[src/rtl/decode_ctrl_pkg.sv]
// decode_ctrl_pkg
// Shared types and helpers for the decode-system control unit: the FSM state
// enum, the ENCODE/DECODE mode constants and the width helpers that size the
// output-buffer pointer and the cycle counters.
package decode_ctrl_pkg;

  typedef enum logic [2:0] {
    IDLE,
    FETCH,
    LOOKUP,
    EMIT,
    BRANCH
  } state_t;

  localparam logic ENCODE = 1'b1;
  localparam logic DECODE = 1'b0;

  // Pointer width for n output buffers; never narrower than one bit.
  function automatic int unsigned ptr_w(input int unsigned n);
    return (n <= 1) ? 1 : $clog2(n);
  endfunction

  // Counter width able to hold the value n.
  function automatic int unsigned cnt_w(input int unsigned n);
    return (n < 1) ? 1 : $clog2(n + 1);
  endfunction

endpackage

[src/rtl/decode_ctrl_counter.sv]
// decode_ctrl_counter
// Loadable up-counter with synchronous clear and a terminal-count compare.
// Ports:
//   clk_i       rising-edge clock
//   rst_ni      asynchronous active-low reset
//   clr_i       synchronous clear (highest priority)
//   load_i      load load_val_i
//   load_val_i  value to load
//   en_i        count up by one
//   cnt_o       current count
//   tc_o        high while cnt_o equals TC
module decode_ctrl_counter #(
  parameter int unsigned WIDTH = 4,
  parameter int unsigned TC    = 15
) (
  input  logic             clk_i,
  input  logic             rst_ni,
  input  logic             clr_i,
  input  logic             load_i,
  input  logic [WIDTH-1:0] load_val_i,
  input  logic             en_i,
  output logic [WIDTH-1:0] cnt_o,
  output logic             tc_o
);

  localparam logic [WIDTH-1:0] TC_V = WIDTH'(TC);

  logic [WIDTH-1:0] cnt_q, cnt_d;

  always_comb begin
    cnt_d = cnt_q;
    if (clr_i)       cnt_d = '0;
    else if (load_i) cnt_d = load_val_i;
    else if (en_i)   cnt_d = cnt_q + WIDTH'(1);
  end

  always_ff @(posedge clk_i or negedge rst_ni) begin
    if (!rst_ni) cnt_q <= '0;
    else         cnt_q <= cnt_d;
  end

  assign cnt_o = cnt_q;
  assign tc_o  = (cnt_q == TC_V);

endmodule

[src/rtl/decode_control_unit.sv]
// decode_control_unit
// Control FSM for the compress/decompress datapath: sequences fetch, table
// lookup, output emission and branch redirection, and drives the datapath
// load/select strobes.
// Ports:
//   clk, reset (async, active low)
//   PCcpu, branch, encode      CPU request strobe, redirect flag, mode
//   tableReady, outReady       lookup-result valid, downstream accept
//   branchMux, PCcompress, inputBuff, tableMux, outMux, PCintern
//                              datapath select/load strobes
//   outBuff[N_OUT_BUFF]        one-hot load of the active output buffer
//   busy                       high outside IDLE
//   error                      one-cycle pulse on table timeout
module decode_control_unit
  import decode_ctrl_pkg::*;
#(
  parameter int unsigned N_OUT_BUFF     = 2,
  parameter int unsigned BRANCH_PENALTY = 2,
  parameter int unsigned TABLE_TIMEOUT  = 15
) (
  input  logic                  clk,
  input  logic                  reset,
  input  logic                  PCcpu,
  input  logic                  branch,
  input  logic                  encode,
  input  logic                  tableReady,
  input  logic                  outReady,
  output logic                  branchMux,
  output logic                  PCcompress,
  output logic                  inputBuff,
  output logic                  tableMux,
  output logic                  outMux,
  output logic                  PCintern,
  output logic [N_OUT_BUFF-1:0] outBuff,
  output logic                  busy,
  output logic                  error
);

  localparam int unsigned            PTR_W    = ptr_w(N_OUT_BUFF);
  localparam int unsigned            BCNT_W   = cnt_w(BRANCH_PENALTY);
  localparam int unsigned            TCNT_W   = cnt_w(TABLE_TIMEOUT);
  localparam logic [PTR_W-1:0]       PTR_LAST = PTR_W'(N_OUT_BUFF - 1);
  localparam logic [N_OUT_BUFF-1:0]  BUF_ONE  = N_OUT_BUFF'(1);

  state_t            state_q, state_d;
  logic [PTR_W-1:0]  ptr_q, ptr_d;
  logic              mode_q, mode_d;
  logic              error_q, error_d;

  logic              preempt, final_beat;
  logic              bcnt_clr, bcnt_en, bcnt_tc;
  logic [BCNT_W-1:0] bcnt;
  logic              tcnt_clr, tcnt_en, tcnt_tc;
  logic [TCNT_W-1:0] tcnt_unused;

  // A redirect arriving during LOOKUP or EMIT aborts the in-flight request.
  assign preempt    = PCcpu && branch && (state_q == LOOKUP || state_q == EMIT);
  assign final_beat = (mode_q == ENCODE) ? (ptr_q == '0) : (ptr_q == PTR_LAST);

  // Branch penalty: counts BRANCH cycles, held at zero elsewhere.
  assign bcnt_clr = (state_q != BRANCH);
  assign bcnt_en  = (state_q == BRANCH);

  decode_ctrl_counter #(
    .WIDTH (BCNT_W),
    .TC    (BRANCH_PENALTY - 1)
  ) u_branch_cnt (
    .clk_i      (clk),
    .rst_ni     (reset),
    .clr_i      (bcnt_clr),
    .load_i     (1'b0),
    .load_val_i ('0),
    .en_i       (bcnt_en),
    .cnt_o      (bcnt),
    .tc_o       (bcnt_tc)
  );

  // Table timeout: counts LOOKUP wait cycles; tc marks the last allowed one.
  assign tcnt_clr = (state_q != LOOKUP) || preempt;
  assign tcnt_en  = (state_q == LOOKUP) && !tableReady;

  decode_ctrl_counter #(
    .WIDTH (TCNT_W),
    .TC    (TABLE_TIMEOUT - 1)
  ) u_timeout_cnt (
    .clk_i      (clk),
    .rst_ni     (reset),
    .clr_i      (tcnt_clr),
    .load_i     (1'b0),
    .load_val_i ('0),
    .en_i       (tcnt_en),
    .cnt_o      (tcnt_unused),
    .tc_o       (tcnt_tc)
  );

  always_ff @(posedge clk or negedge reset) begin
    if (!reset) begin
      state_q <= IDLE;
      ptr_q   <= '0;
      mode_q  <= DECODE;
      error_q <= 1'b0;
    end else begin
      state_q <= state_d;
      ptr_q   <= ptr_d;
      mode_q  <= mode_d;
      error_q <= error_d;
    end
  end

  always_comb begin
    state_d = state_q;
    ptr_d   = ptr_q;
    mode_d  = mode_q;
    error_d = 1'b0;
    unique case (state_q)
      IDLE: begin
        if (PCcpu) begin
          mode_d  = encode;
          state_d = branch ? BRANCH : FETCH;
        end
      end
      FETCH: state_d = LOOKUP;
      LOOKUP: begin
        // Priority: preemption, then tableReady, then timeout.
        if (preempt) begin
          mode_d  = encode;
          ptr_d   = '0;
          state_d = BRANCH;
        end else if (tableReady) begin
          ptr_d   = '0;
          state_d = EMIT;
        end else if (tcnt_tc) begin
          error_d = 1'b1;
          state_d = IDLE;
        end
      end
      EMIT: begin
        if (preempt) begin
          mode_d  = encode;
          ptr_d   = '0;
          state_d = BRANCH;
        end else if (outReady) begin
          if (final_beat) begin
            ptr_d   = '0;
            state_d = IDLE;
          end else begin
            ptr_d = ptr_q + PTR_W'(1);
          end
        end
      end
      BRANCH: if (bcnt_tc) state_d = FETCH;
      default: state_d = IDLE;
    endcase
  end

  always_comb begin
    branchMux  = 1'b0;
    PCcompress = 1'b0;
    inputBuff  = 1'b0;
    tableMux   = 1'b0;
    outMux     = 1'b0;
    PCintern   = 1'b0;
    outBuff    = '0;
    busy       = (state_q != IDLE);
    error      = error_q;
    unique case (state_q)
      FETCH: begin
        inputBuff  = 1'b1;
        PCcompress = mode_q;
      end
      LOOKUP: tableMux = mode_q;
      EMIT: begin
        outMux  = 1'b1;
        outBuff = BUF_ONE << ptr_q;
        // Completion strobe only on an accepted final beat that is not being
        // preempted in the same cycle.
        PCintern = final_beat && outReady && !preempt;
      end
      BRANCH: begin
        branchMux = 1'b1;
        PCintern  = (bcnt == '0);
      end
      default: ;
    endcase
  end

endmodule
[config.mk]
export PLATFORM = sky130hd
export DESIGN_NAME = decode_control_unit
export DESIGN_NICKNAME = d
export VERILOG_FILES = /design/src/rtl/decode_ctrl_pkg.sv /design/src/rtl/decode_ctrl_counter.sv /design/src/rtl/decode_control_unit.sv
export SDC_FILE = /design/constraint.sdc
export NUM_CORES = 1
export LEC_CHECK = 0
export ABC_AREA = 1
export CORE_MARGIN = 1
export CORE_UTILIZATION = 50
export DETAILED_ROUTE_END_ITERATION = 10
export MAX_ROUTING_LAYER = met4
export PLACE_DENSITY = 0.86
export RECOVER_POWER = 25
export SLEW_MARGIN = 40
export SYNTH_ARGS = -nofsm -noshare
export SYNTH_HDL_FRONTEND = slang
export SYNTH_SLANG_ARGS = --single-unit
[constraint.sdc]
create_clock -name clk -period 3 [get_ports clk]
set_input_delay 0.3 -clock clk [delete_from_list [all_inputs] [get_ports clk]]
set_output_delay 0.3 -clock clk [all_outputs]
set_load 0.05 [all_outputs]
==> results.md <==
- Post-route ant nets: 0
- Slew Viols, Final: 0
- Unrepaired setup endpoints after global routing: no
- # port buffers: 16
- DR iter-0 viols: 28
- # rows: 13
- Initial antenna violation count: 0
- Final min period: 2.53 ns
- Final hold slack: 0.434 ns
- Top Ports: 17
- Syn_nets: 112
- Syn_area_per_cell: 7.68 um^2
- Req. time, crit path: 2.70 ns
- Setup Skew: 0.00571 ns
- CTS tree: done
- Final period util: 0.844
- Final #Nets: 132
- Worst rel slew slack: 0.632
- Total power: 0.850 mW
- Post-CTS sizing: 0
- Critical path type: reg -> out
- Total GRT Usage: 0.213
- # fillers: 110
- # DRC: 0
- Drt via density: 5.05
- R2r worst-path depth: 5
- Drt first pass iters: 4
- Max-cap violations: 0
- Crit path capture type: output port
- Cells after synthesis: 100
- Commonest non-fill, non-tap cell in the layout: nand2_1
- Routed via count: roughly 680
- HP Class: in -> async
- Final count of hold timing violations: 0
- Root buf cell: clkbuf_4
- GR Overflow Total: 0
- Sum Neg Setup Slack: 0 ns
- Core Region: ~1400 um^2
- Area Growth Syn to Fin: 26.5%
- CTS H-tree depth: 1
- Worst vdd ir: 0.518 mV
- Reg-to-reg endpoint: mode_q
- Drt total wl: between 1500 and 2000 um
- Layout cells sized above 1: 0.101
- Die Area: roughly 1700 um^2
- PwrDens: ~900 nW/um^2
- Die extent in x: 41.2 um
- # setup viols final: 0
- Reg2reg start: state_q[1]
- First-pass GRT wire length: 2140 um
- R2r setup slk: ~1.7 ns
- Largest net degree at the start of global routing: 13
- Post-CTS Setup Bufs: 0
- Wirelength per Cell: 11.8 um
- Ant. Diodes: 0
- Largest fanout on the critical path: 8
- Max Root-Sink Buffers: 2
- Number of global-route vias before repair: a little over 500
- Fmax: approximately 0.39 GHz
- Die height: ~41 um
- Most frequent cells in the layout: nand2_1, inv_1, clkdlybuf4s50_1
- Worst Max-Slew Pin Slew: 0.549 ns
- Yosys Warn Count: 0
- Yosys reg bits: 12
- Clock latency on the worst-skew pair: 0.28 ns
- Seq/Total Area, Yosys: 0.391
- Clock-pin slew on the worst setup and hold paths: 0.08 ns
- Arr. time, crit path: 2.23 ns
- Leakage: ~0.46 nW
- Hold Buf Count CTS: 0
- CTS Sinks: 12
- Synth cell types: 22
- Total CTS buffers: 3
- DP HPWL: 1180 um
- Synthesized cell area: 768 um^2
- Initial Util: 0.562
- Crit path launch type: flip-flop
- Routability cong.: 0.753
- Status: finished, final reports clean
## worst max-delay path: stages, from the launching register on
cell,delay (ns)
dfrtp_1,0.50
nor2_1,0.27
nand2_1,0.13
inv_1,0.10
nand2_1,0.06
o31ai_1,0.06
clkdlybuf4s50_1,0.83
## layout make-up
type / instances / area [um^2] / area share
Inverter: 18 / 67.6 / 0.0695
Clock buffer: 4 / 36.3 / 0.0373
Sequential cell: 12 / 300 / 0.309
Tap cell: 15 / 18.8 / 0.0193
Multi-Input combinational cell: 69 / 389 / 0.400
Timing Repair Buffer: 16 / 160 / 0.165
## worst max-delay path by stage
stage | from | endpoint | cells after the start | slack (ns)
2_1_floorplan | state_q[2] | PCintern | 5 | 0.49
3_3_place_gp | branch | PCintern | 5 | 0.64
3_5_place_dp | branch | PCintern | 5 | 0.61
4_1_cts | state_q[1] | PCintern | 6 | 0.47
5_1_grt | state_q[1] | PCintern | 6 | 0.34
6_report | state_q[1] | PCintern | 6 | 0.47
## cells in the mapped netlist
master / number / area [um^2]
inv_1: 17 / 63.8
nand2_1: 21 / 78.8
nor3_1: 2 / 10.0
nand3_1: 6 / 30.0
nand2_2: 1 / 6.26
nor2_2: 1 / 6.26
o21ai_0: 7 / 35.0
nor4_1: 1 / 6.26
o21ai_1: 2 / 10.0
nor2_4: 3 / 33.8
nand3_2: 1 / 10.0
a21oi_1: 2 / 10.0
buf_6: 1 / 11.3
xor2_1: 1 / 8.76
ha_1: 5 / 62.6
nand2_4: 1 / 11.3
o31ai_1: 1 / 7.51
xnor2_1: 1 / 8.76
nor2_1: 11 / 41.3
dfrtp_1: 12 / 300
inv_2: 1 / 3.75
nand4_1: 2 / 12.5
## stage by stage
| step | worst slack [ns] | area [um^2] | util | instances |
|---|---|---|---|---|
| 2_1_floorplan | 0.487 | 768 | - | 100 |
| 5_1_grt | 0.340 | 972 | 0.712 | 134 |
| 3_5_place_dp | 0.608 | 936 | 0.685 | 130 |
| 6_report | 0.467 | 972 | 0.712 | 134 |
| 3_3_place_gp | 0.635 | 936 | 0.685 | 130 |
| 4_1_cts | 0.468 | 972 | 0.712 | 134 |
## power by group
| part | internal [mW] | switching (mW) |
|---|---|---|
| registers | 0.199 | 0.0409 |
| logic | 0.151 | 0.326 |
| clock network | 0.0739 | 0.0591 |
| total | 0.424 | 0.426 |
## cell families after synthesis
group                      synth area share
DFF                                   0.391
adders and majority gates            0.0814
buffers and inverters                 0.103
and+or+nand+nor                       0.321
AOI/OAI and AO/OA                    0.0814
xor gates and xnor gates             0.0228
## metal layers
metal	part of all wire	wire, um	track usage
met5	0	0	-
met4	0.018	29	0.121
met3	0.046	72	0.0489
met2	0.47	740	0.340
met1	0.47	738	0.243
## flip-flops by register name, summed over array words and instances (netlist names)
name and flops:
error 1, state_q 3, ptr_q 1, u_timeout_cnt.cnt_o 4, u_branch_cnt.cnt_o 2, mode_q 1
Note: power is estimated with default switching activity, not from simulation.
